File: src/rtl/csi2tx_vc_pkt_arbiter_pkg.sv
// Shared constants for the CSI-2 TX virtual-channel packet arbiter:
// frame data types, the long-packet data-type threshold and FSM encodings.
package csi2tx_vc_pkt_arbiter_pkg;

  localparam logic [5:0] DT_FS       = 6'h00;
  localparam logic [5:0] DT_FE       = 6'h01;
  localparam logic [5:0] LONG_DT_MIN = 6'h10;

  localparam logic [1:0] ST_IDLE = 2'd0;
  localparam logic [1:0] ST_HDR  = 2'd1;
  localparam logic [1:0] ST_DATA = 2'd2;

endpackage

File: src/rtl/csi2tx_rr_arbiter.sv
// Combinational 4-way round-robin picker. Search starts at last_grant+1;
// lock_mask removes requesters that are not currently eligible.
module csi2tx_rr_arbiter (
  input  logic [3:0] req,
  input  logic [1:0] last_grant,
  input  logic [3:0] lock_mask,
  output logic [1:0] winner,
  output logic       any
);

  logic [3:0] masked;
  logic [1:0] idx;

  // First eligible requester after last_grant wins
  always_comb begin
    masked = req & lock_mask;
    winner = '0;
    any    = 1'b0;
    idx    = '0;
    for (int unsigned i = 0; i < 4; i++) begin
      idx = last_grant + 2'(i + 1);
      if (!any && masked[idx]) begin
        winner = idx;
        any    = 1'b1;
      end
    end
  end

endmodule

File: src/rtl/csi2tx_vc_pkt_arbiter.sv
// CSI-2 TX virtual-channel packet arbiter: grants one of four requesters
// per packet (header, then payload beats for long packets) in round-robin.
// Optional feature: define CSI2TX_ARB_FRAME_LOCK_EN to hold the grant on a
// requester between its Frame Start and Frame End short packets.
module csi2tx_vc_pkt_arbiter
  import csi2tx_vc_pkt_arbiter_pkg::*;
(
  input  logic         txbyteclkhs,
  input  logic         txbyteclkhs_rst_n,
  input  logic         forcetxstopmode,
  input  logic [3:0]   req_valid,
  input  logic [23:0]  req_dt,
  input  logic [63:0]  req_wc_df,
  input  logic [3:0]   req_data_valid,
  input  logic [255:0] req_data,
  output logic [3:0]   req_rdy,
  output logic [3:0]   req_data_rdy,
  output logic         packet_valid,
  output logic [5:0]   packet_dt,
  output logic [1:0]   packet_vc,
  output logic [15:0]  packet_wc_df,
  output logic         packet_data_valid,
  output logic [63:0]  packet_data,
  input  logic         packet_rdy,
  input  logic         packet_data_rdy,
  output logic [1:0]   grant_vc,
  output logic         arb_busy
);

  logic [1:0]  state_q, state_d;
  logic [1:0]  grant_q, grant_d;
  logic [1:0]  last_grant_q, last_grant_d;
  logic [13:0] cnt_q, cnt_d;

  logic [3:0]  lock_mask;
  logic [1:0]  arb_winner;
  logic        arb_any;
  logic        hdr_phase, data_phase;
  logic        hdr_hs, beat_hs, is_long;
  logic        sel_valid, sel_data_valid;
  logic [13:0] hdr_beats;

  csi2tx_rr_arbiter u_rr (
    .req        (req_valid),
    .last_grant (last_grant_q),
    .lock_mask  (lock_mask),
    .winner     (arb_winner),
    .any        (arb_any)
  );

  // Field mux on the current grant; forcetxstopmode kills every valid/rdy
  always_comb begin
    packet_dt      = '0;
    packet_wc_df   = '0;
    packet_data    = '0;
    sel_valid      = 1'b0;
    sel_data_valid = 1'b0;
    for (int unsigned i = 0; i < 4; i++) begin
      if (grant_q == 2'(i)) begin
        packet_dt      = req_dt[6*i +: 6];
        packet_wc_df   = req_wc_df[16*i +: 16];
        packet_data    = req_data[64*i +: 64];
        sel_valid      = req_valid[i];
        sel_data_valid = req_data_valid[i];
      end
    end
    hdr_phase         = (state_q == ST_HDR)  && !forcetxstopmode;
    data_phase        = (state_q == ST_DATA) && !forcetxstopmode;
    packet_valid      = hdr_phase && sel_valid;
    packet_data_valid = data_phase && sel_data_valid;
    req_rdy           = hdr_phase  ? ({3'b000, packet_rdy} << grant_q)      : 4'b0000;
    req_data_rdy      = data_phase ? ({3'b000, packet_data_rdy} << grant_q) : 4'b0000;
    hdr_hs            = packet_valid && packet_rdy;
    beat_hs           = packet_data_valid && packet_data_rdy;
    is_long           = (packet_dt >= LONG_DT_MIN) && (packet_wc_df != 16'd0);
    // ceil(wc/8) without a 17-bit add: floor plus one if any remainder bit set
    hdr_beats         = {1'b0, packet_wc_df[15:3]} + {13'd0, |packet_wc_df[2:0]};
  end

  assign packet_vc = grant_q;
  assign grant_vc  = grant_q;
  assign arb_busy  = (state_q != ST_IDLE);

  // Packet FSM: arbitrate in IDLE, hold grant through header and payload
  always_comb begin
    state_d      = state_q;
    grant_d      = grant_q;
    last_grant_d = last_grant_q;
    cnt_d        = cnt_q;
    if (forcetxstopmode) begin
      state_d = ST_IDLE;
      cnt_d   = '0;
    end else begin
      case (state_q)
        ST_IDLE: begin
          if (arb_any) begin
            grant_d = arb_winner;
            state_d = ST_HDR;
          end
        end
        ST_HDR: begin
          if (hdr_hs) begin
            if (is_long) begin
              state_d = ST_DATA;
              cnt_d   = hdr_beats;
            end else begin
              state_d      = ST_IDLE;
              last_grant_d = grant_q;
            end
          end
        end
        ST_DATA: begin
          if (beat_hs) begin
            cnt_d = cnt_q - 14'd1;
            if (cnt_q == 14'd1) begin
              state_d      = ST_IDLE;
              last_grant_d = grant_q;
            end
          end
        end
        default: state_d = ST_IDLE;
      endcase
    end
  end

  // FSM, grant and beat counter registers
  always_ff @(posedge txbyteclkhs or negedge txbyteclkhs_rst_n) begin
    if (!txbyteclkhs_rst_n) begin
      state_q      <= ST_IDLE;
      grant_q      <= '0;
      last_grant_q <= 2'd3;
      cnt_q        <= '0;
    end else begin
      state_q      <= state_d;
      grant_q      <= grant_d;
      last_grant_q <= last_grant_d;
      cnt_q        <= cnt_d;
    end
  end

`ifdef CSI2TX_ARB_FRAME_LOCK_EN
  logic       lock_q, lock_d;
  logic [1:0] lock_vc_q, lock_vc_d;

  // Frame lock: set on a completed FS, released by the same requester's FE
  always_comb begin
    lock_d    = lock_q;
    lock_vc_d = lock_vc_q;
    if (forcetxstopmode) begin
      lock_d = 1'b0;
    end else if (hdr_hs && !is_long) begin
      if (packet_dt == DT_FS) begin
        lock_d    = 1'b1;
        lock_vc_d = grant_q;
      end else if ((packet_dt == DT_FE) && lock_q && (grant_q == lock_vc_q)) begin
        lock_d = 1'b0;
      end
    end
  end

  // Frame lock registers
  always_ff @(posedge txbyteclkhs or negedge txbyteclkhs_rst_n) begin
    if (!txbyteclkhs_rst_n) begin
      lock_q    <= 1'b0;
      lock_vc_q <= '0;
    end else begin
      lock_q    <= lock_d;
      lock_vc_q <= lock_vc_d;
    end
  end

  assign lock_mask = lock_q ? (4'b0001 << lock_vc_q) : 4'b1111;
`else
  assign lock_mask = 4'b1111;
`endif

endmodule

File: config.mk
export PLATFORM = sky130hd
export DESIGN_NAME = csi2tx_vc_pkt_arbiter
export DESIGN_NICKNAME = d
export VERILOG_FILES = /design/src/rtl/csi2tx_vc_pkt_arbiter_pkg.sv /design/src/rtl/csi2tx_rr_arbiter.sv /design/src/rtl/csi2tx_vc_pkt_arbiter.sv
export SDC_FILE = /design/constraint.sdc
export NUM_CORES = 1
export LEC_CHECK = 0
export BUFFER_PORTS_ARGS = -buffer_cell sky130_fd_sc_hd__buf_2
export CAP_MARGIN = 5
export CORE_AREA = 2 2 177 179
export CTS_BUF_LIST = sky130_fd_sc_hd__clkbuf_8
export DETAILED_ROUTE_END_ITERATION = 7
export DIE_AREA = 0 0 179 181
export GPL_ROUTABILITY_DRIVEN = 1
export MAX_ROUTING_LAYER = met4
export SETUP_SLACK_MARGIN = 0.1
export SLEW_MARGIN = 15
export SYNTH_ARGS = -nofsm -noshare
export SYNTH_HDL_FRONTEND = slang
export SYNTH_SLANG_ARGS = --single-unit
File: constraint.sdc
create_clock -name txbyteclkhs -period 2.8 [get_ports txbyteclkhs]
set_clock_uncertainty 0.05 [all_clocks]
set_input_delay 0.56 -clock txbyteclkhs [delete_from_list [all_inputs] [get_ports txbyteclkhs]]
set_output_delay 0.56 -clock txbyteclkhs [all_outputs]
set_load 0.005 [all_outputs]
# ---- Word-level counts from Yosys, hierarchy flattened
# Cells that the tools add are included.
dict set report op_classes {
  n_reduce_logical 25
  mux 55
  shift 2
  add_sub_neg 5
  n_eq_ne 15
  order_cmp 5
  n_bitwise 1
}
# operator n
set ops {}
lappend ops {{$mux W64} 4}
lappend ops {{$mux W16} 4}
lappend ops {{$mux W14} 4}
lappend ops {{$mux W2} 14}
lappend ops {{$pmux W14 S2} 1}
lappend ops {{$mux W6} 4}
lappend ops {{$mux W1} 16}
lappend ops {{$reduce_bool A16 Y1} 1}
lappend ops {{$add A13 B1 Y14} 1}
lappend ops {{$eq A14 B1 Y1 const B} 1}
lappend ops {{$sub A14 B1 Y14 const B} 1}
lappend ops {{$lt A2 B3 Y1 const B} 4}
lappend ops {{$ne A3 B3 Y1 const B} 4}
lappend ops {{$logic_and A1 B1 Y1} 10}
lappend ops {{$bmux W1 S2} 4}
lappend ops {{$mux W4} 2}
lappend ops {{$reduce_and A4 Y1} 2}
lappend ops {{$shl A1 B2 Y4} 2}
lappend ops {{$eq A2 B2 Y1 const B} 3}
lappend ops {{$ge A6 B5 Y1 const B} 1}
lappend ops {{$ne A2 B2 Y1 const B} 3}
lappend ops {{$pmux W2 S3} 1}
lappend ops {{$reduce_and A6 Y1} 1}
lappend ops {{$add A2 B2 Y2 const B} 2}
lappend ops {{other kinds (12)} 18}
dict set report word_totals {
  wordCells 112
  out_inout_bits 101
  input_bits 357
  ff_bits 20
}

# ---- Depth between registers and ports, before layout
dict set report depth {
  depth_word 16
  ltp_mapped 12
  ltp_nobuf 9
}

# ---- Cells and area by module
# A second synthesis with hierarchy kept.
dict set report hier_totals {
  cells_unflattened 331
  area_unflattened_um2 3854.9
}
# mod cells_each n_inst area_per_inst_um2 seq_area_each_um2
set modules_own_cells {}
lappend modules_own_cells {csi2tx_vc_pkt_arbiter 316 1 3738.6 503.0}
lappend modules_own_cells {csi2tx_rr_arbiter 15 1 116.4 0.0}

# ---- Worst setup path before layout
# Ideal clock, no wire load.
dict set report synth_path {
  path_type {register to register}
  startpoint {register grant_q[0], in the netlist grant_vc[0]}
  endpoint {register cnt_q[12]}
  t_arrival_ps 2792
  n_path_buf 3
  synth_period_minus_slack_ps 2971
  t_required_ps 2621
  stages_incl_launch_ff 12
  setup_ps 129
  path_slack_ps -171
  path_cell_list {dfrtp_1 buf_6 buf_6 mux4_2 or3_4 ha_1 ha_1 and4_1 clkbuf_1 and2_1 o311ai_0 o21ai_1}
}
dict set report synth_via {
  elab_chain_cells 11
  elab_cells_between_ends 37
  cone_classes {add/sub: 1; order compare: 1; eq/ne: 6; mux: 20; reduce/logical: 9}
}
# element line_no
set synth_lines {}
lappend synth_lines {{start, declared} csi2tx_vc_pkt_arbiter.sv:31} ;# logic [1:0] grant_q, grant_d;
lappend synth_lines {{start signal, assigned} csi2tx_vc_pkt_arbiter.sv:135} ;# grant_q <= grant_d;
lappend synth_lines {{$logic_not A2 Y1} csi2tx_vc_pkt_arbiter.sv:59} ;# if (grant_q == 2'(i)) begin
lappend synth_lines {{$mux W16 (3 in a row)} csi2tx_vc_pkt_arbiter.sv:59}
lappend synth_lines {{$mux W16 (*)} csi2tx_vc_pkt_arbiter.sv:59}
lappend synth_lines {{net packet_wc_df[1]} csi2tx_vc_pkt_arbiter.sv:21} ;# output logic [15:0] packet_wc_df,
lappend synth_lines {{$reduce_or A3 Y1} csi2tx_vc_pkt_arbiter.sv:77} ;# hdr_beats = {1'b0, packet_wc_df[15:3]} + {13'd0, |packet_wc_df[2:0]};
lappend synth_lines {{$add A13 B1 Y14} csi2tx_vc_pkt_arbiter.sv:77}
lappend synth_lines {{$mux W14} csi2tx_vc_pkt_arbiter.sv:103} ;# if (is_long) begin
lappend synth_lines {{$mux W14} csi2tx_vc_pkt_arbiter.sv:102} ;# if (hdr_hs) begin
lappend synth_lines {{$pmux W14 S2} csi2tx_vc_pkt_arbiter.sv:94} ;# case (state_q)
lappend synth_lines {{$mux W14} csi2tx_vc_pkt_arbiter.sv:90} ;# if (forcetxstopmode) begin
lappend synth_lines {{end signal, assigned} csi2tx_vc_pkt_arbiter.sv:137} ;# cnt_q <= cnt_d;
lappend synth_lines {{end, declared} csi2tx_vc_pkt_arbiter.sv:33} ;# logic [13:0] cnt_q, cnt_d;
# Mark *: on every way through the listed nets, which the timed path passes. The rest lies on a longest branch. The select of a mux whose other input is x is not followed.
# A chain may end at the register's enable or synchronous reset.

# ---- Worst setup path after layout
dict set report layout_path {
  startpoint {register grant_q[0], in the netlist grant_vc[0]}
  endpoint {register cnt_q[10]}
}
dict set report layout_via {
  elab_chain_cells 11
  elab_cells_between_ends 37
  cone_classes {add/sub: 1; order compare: 1; eq/ne: 6; mux: 20; reduce/logical: 9}
}
# element line_no
set layout_lines {}
lappend layout_lines {{$logic_not A2 Y1} csi2tx_vc_pkt_arbiter.sv:59}
lappend layout_lines {{$mux W16 (4 in a row)} csi2tx_vc_pkt_arbiter.sv:59}
lappend layout_lines {{$reduce_or A3 Y1} csi2tx_vc_pkt_arbiter.sv:77}
lappend layout_lines {{$add A13 B1 Y14} csi2tx_vc_pkt_arbiter.sv:77}
lappend layout_lines {{$mux W14} csi2tx_vc_pkt_arbiter.sv:103}
lappend layout_lines {{$mux W14} csi2tx_vc_pkt_arbiter.sv:102}
lappend layout_lines {{$pmux W14 S2} csi2tx_vc_pkt_arbiter.sv:94}
lappend layout_lines {{$mux W14} csi2tx_vc_pkt_arbiter.sv:90}
# Several ways; a longest one is shown, not always the timed one. The select of a mux whose other input is x is not followed.

==> impl_metrics.csv <==
group,metric,value,unit
synthesis,synthSimpleGateAreaFrac,13.3,%
setup_path,reg2reg_slack,0.12,ns
synthesis,synth_cells,336,
synthesis,synth_top_family_by_area,"multiplexers",
synthesis,async_reset_ff_share,100,%
route,vias,5383,
route,ant_nets,0,
setup_path,crit_type,"flip-flop to flip-flop",
setup_path,critical_path_buf_inv_count,2,
clock_tree,clk_pin_slew,0.09,ns
clock_tree,cts.sinks,20,
timing,tightest_slew,0.662,ns
place,place_hpwl,23500,um
floorplanning,dieWidth,179,um
synthesis,synth.area.top_cells,"mux4_2 (52%), dfrtp_1 (12%), nor2_1 (2.5%)",
setup_path,crit_start,"grant_vc[0]",
power_and_ir_drop,seqPwrFrac,10.3,%
finish,nets,1172,
route,totalWireLength,26400,um
clock_tree,hold_buffers,0,
power_and_ir_drop,switching_share,45.4,%
flow_run,drv_cap,0,
global_routing,grt_pass1_wl,36600,um
floorplanning,initial_core_util,12.6,%
synthesis,synth.distinct_cells,53,
global_routing,grt_pass1_vias,5411,
clock_tree,numCtsBuffers,3,
synthesis,yosysWarnings,0,
hold_path,worst_hold_path_type,"input pin to async pin",
setup_path,cp_cell_sequence,"buf_6, mux4_2, or3_4, or4b_4, o21bai_4, buf_8, nand2_1, o31ai_1",
setup_path,rr_worst_depth,8,
synthesis,synth_adder_area_share,1.63,%
setup_path,cp_max_fo,12,
timing,period_needed,2.68,ns
route,drt_iter0_markers,359,
setup_path,r2r_end,"cnt_q[10]",
finish,drive_gt1_share,75.6,%
clock_tree,htreeDepth,1,
power_and_ir_drop,p_clk_share,3.5,%
floorplanning,core,30300,um^2
power_and_ir_drop,combinationalPowerShare,86.2,%
synthesis,syn_area,3830,um^2
global_routing,grt_usage,15.8,%
setup_path,critPathMaxStageDelay,0.51,ns
synthesis,yosysTopAreaCell,"mux4_2",
place,place_ws,-0.0288,ns
synthesis,synth_flop_cell,"dfrtp_1",
setup_path,cp.required,2.93,ns
synthesis,postSynthRegisterBits,20,
floorplanning,rows,64,
global_routing,grt_overflow,0,
timing,fin_ws,0.124,ns
timing,finalSetupViolCount,0,
setup_path,critPathLaunchType,"flip-flop",
place,io_buffer_count,457,
route,wl_per_cell,21.7,um
synthesis,synthMuxAreaShare,52.6,%
global_routing,grt_start_max_net_pins,55,
route,routed_via_density,4.43,
timing,finalCritPeriodShare,95.6,%
floorplanning,die_h,181,um
setup_path,cp-end-kind,"flip-flop",
outcome,status,"finished clean",
route,first_pass_iters,5,
global_routing,antenna_found_initial,16,
clock_tree,cts_buffer_depth,2,
setup_path,r2r_start,"grant_vc[0]",
timing,clock.fmax,0.374,GHz
power_and_ir_drop,cellPowerDensity,842,nW/um^2
setup_path,worstPathArrival,2.80,ns
power_and_ir_drop,switching_power,2.68,mW
synthesis,seq_area_frac_synth,13.1,%
power_and_ir_drop,irDropWorstVdd,0.342,mV
synthesis,synth_compound_area_share,10.7,%
timing,whs,0.208,ns
power_and_ir_drop,power_leakage,3.30,nW
synthesis,syn_nets,698,
synthesis,syn_avg_cell_area,11.4,um^2
floorplanning,io_pins,458,
timing,rsz0062_at_grt,"true",
timing,slew_headroom,55.5,%
setup_path,critPathTopFamily,"simple AND/OR/NAND/NOR gates",
finish,fill_cells,3325,
clock_tree,insertion_delay,0.27,ns
place,gp_congestion,0.923,
timing,hold_violations,0,
synthesis,yosysTopAreaCellShare,51.7,%
floorplanning,die_area,32400,um^2
finish,syn2layout_area_growth,83.0,%
timing,final_max_slew_viol_count,0,
setup_path,cpMaxStageDelayCell,"mux4_2",
finish,fin_util,23.1,%
synthesis,synth_common_cells,"mux4_2 (88), nor2_1 (26), nand2_1 (23), dfrtp_1 (18), o21ai_0 (16)",
clock_tree,cts-root-buf,"clkbuf_8",
power_and_ir_drop,intPower,3.22,mW
synthesis,synth_xor_area_share,3.20,%
power_and_ir_drop,finalPower,5.90,mW
synthesis,synth_edf_count,0,
synthesis,synth.most_common_cell,"mux4_2",
clock_tree,cts_tree,"yes",
route,route.detailed.drc,0,
## layer usage
layer  part of all wire (%)  vias to the layer above  GRT usage, %
met5                      0                        -             -
met4                    2.1                        0          4.16
met3                    7.2                       28          3.07
met2                     52                      285          26.7
met1                     39                     2713          19.1
li1                       -                     2357             -
## layout make-up
| cell class | instances | area (um^2) | share of cell area, % |
|---|---|---|---|
| diodes | 10 | 25.0 | 0.357 |
| clock buffers | 3 | 41.3 | 0.589 |
| clock inverters | 1 | 3.75 | 0.0535 |
| inverters | 12 | 45.0 | 0.643 |
| multi-input cells | 273 | 3180 | 45.4 |
| flip-flops and latches | 20 | 510 | 7.28 |
| well taps | 396 | 495 | 7.07 |
| repair buffers | 500 | 2710 | 38.6 |
## registers in the layout (all words and copies together) (netlist names)
name / flops
cnt_q: 14
grant_vc: 2
last_grant_q: 2
state_q: 2
## metrics by stage
| step | setup TNS [ns] | area, um^2 | cells |
|---|---|---|---|
| after global routing | 0 | 7010 | 1215 |
| final | 0 | 7010 | 1215 |
| after global placement | 0 | 6740 | 1189 |
| after detailed placement | -0.0298 | 6740 | 1189 |
| after floorplan | -0.0113 | 3860 | 336 |
| after CTS | 0 | 6870 | 1198 |
## placed cells by master, fill, tap and decap left out, drive strengths merged, types with 2 or more instances in the layout
master	count
nand4	6
o211ai	3
o21ai	25
o21bai	2
o31ai	2
inv	13
mux4	88
diode	10
a2bb2oi	2
nand2	23
nand2b	4
or3	4
o22ai	2
nor2	26
buf	499
a32oi	2
dfrtp	18
nor3	10
nor2b	2
a31oi	4
a21oi	14
clkbuf	4
ha	5
nor4	8
and3	2
xnor2	5
xor2	9
dfstp	2
or2	2
nand3	7
mux2	2
## power groups by stage
stage	clock, mW	sequential, mW	combinational [mW]
final	0.208	0.609	5.08
after floorplan	0	0.532	2.98
after CTS	0.215	0.632	4.91
after global routing	0.227	0.632	5.52
after detailed placement	0	0.656	4.75
after global placement	0	0.654	4.74
## worst max-delay path by stage
stage,to,slack (ns),depth (start not counted)
floorplan,cnt_q[12],-0.01,11
global placement,cnt_q[10],0.01,8
detailed placement,cnt_q[10],-0.03,8
CTS,cnt_q[12],0.10,9
global route,cnt_q[4],0.02,10
finish,cnt_q[10],0.12,8
## kinds of logic (layout without fill, tap and decap cells)
family,Yosys count,after routing
and+or+nand+nor,99,99
muxes,91,91
AOI/OAI and AO/OA,64,64
buffers and inverters,43,516
DFF,20,20
xor gates and xnor gates,14,14
adders and majority gates,5,5
other,0,10
## repair_timing
action,4_1_cts,5_1_grt
resized for setup,9,9
setup endpoints to repair,26,48
buffers inserted,5,6
gates cloned,0,1
pin swaps,2,4
(Power assumes the default switching activity.)
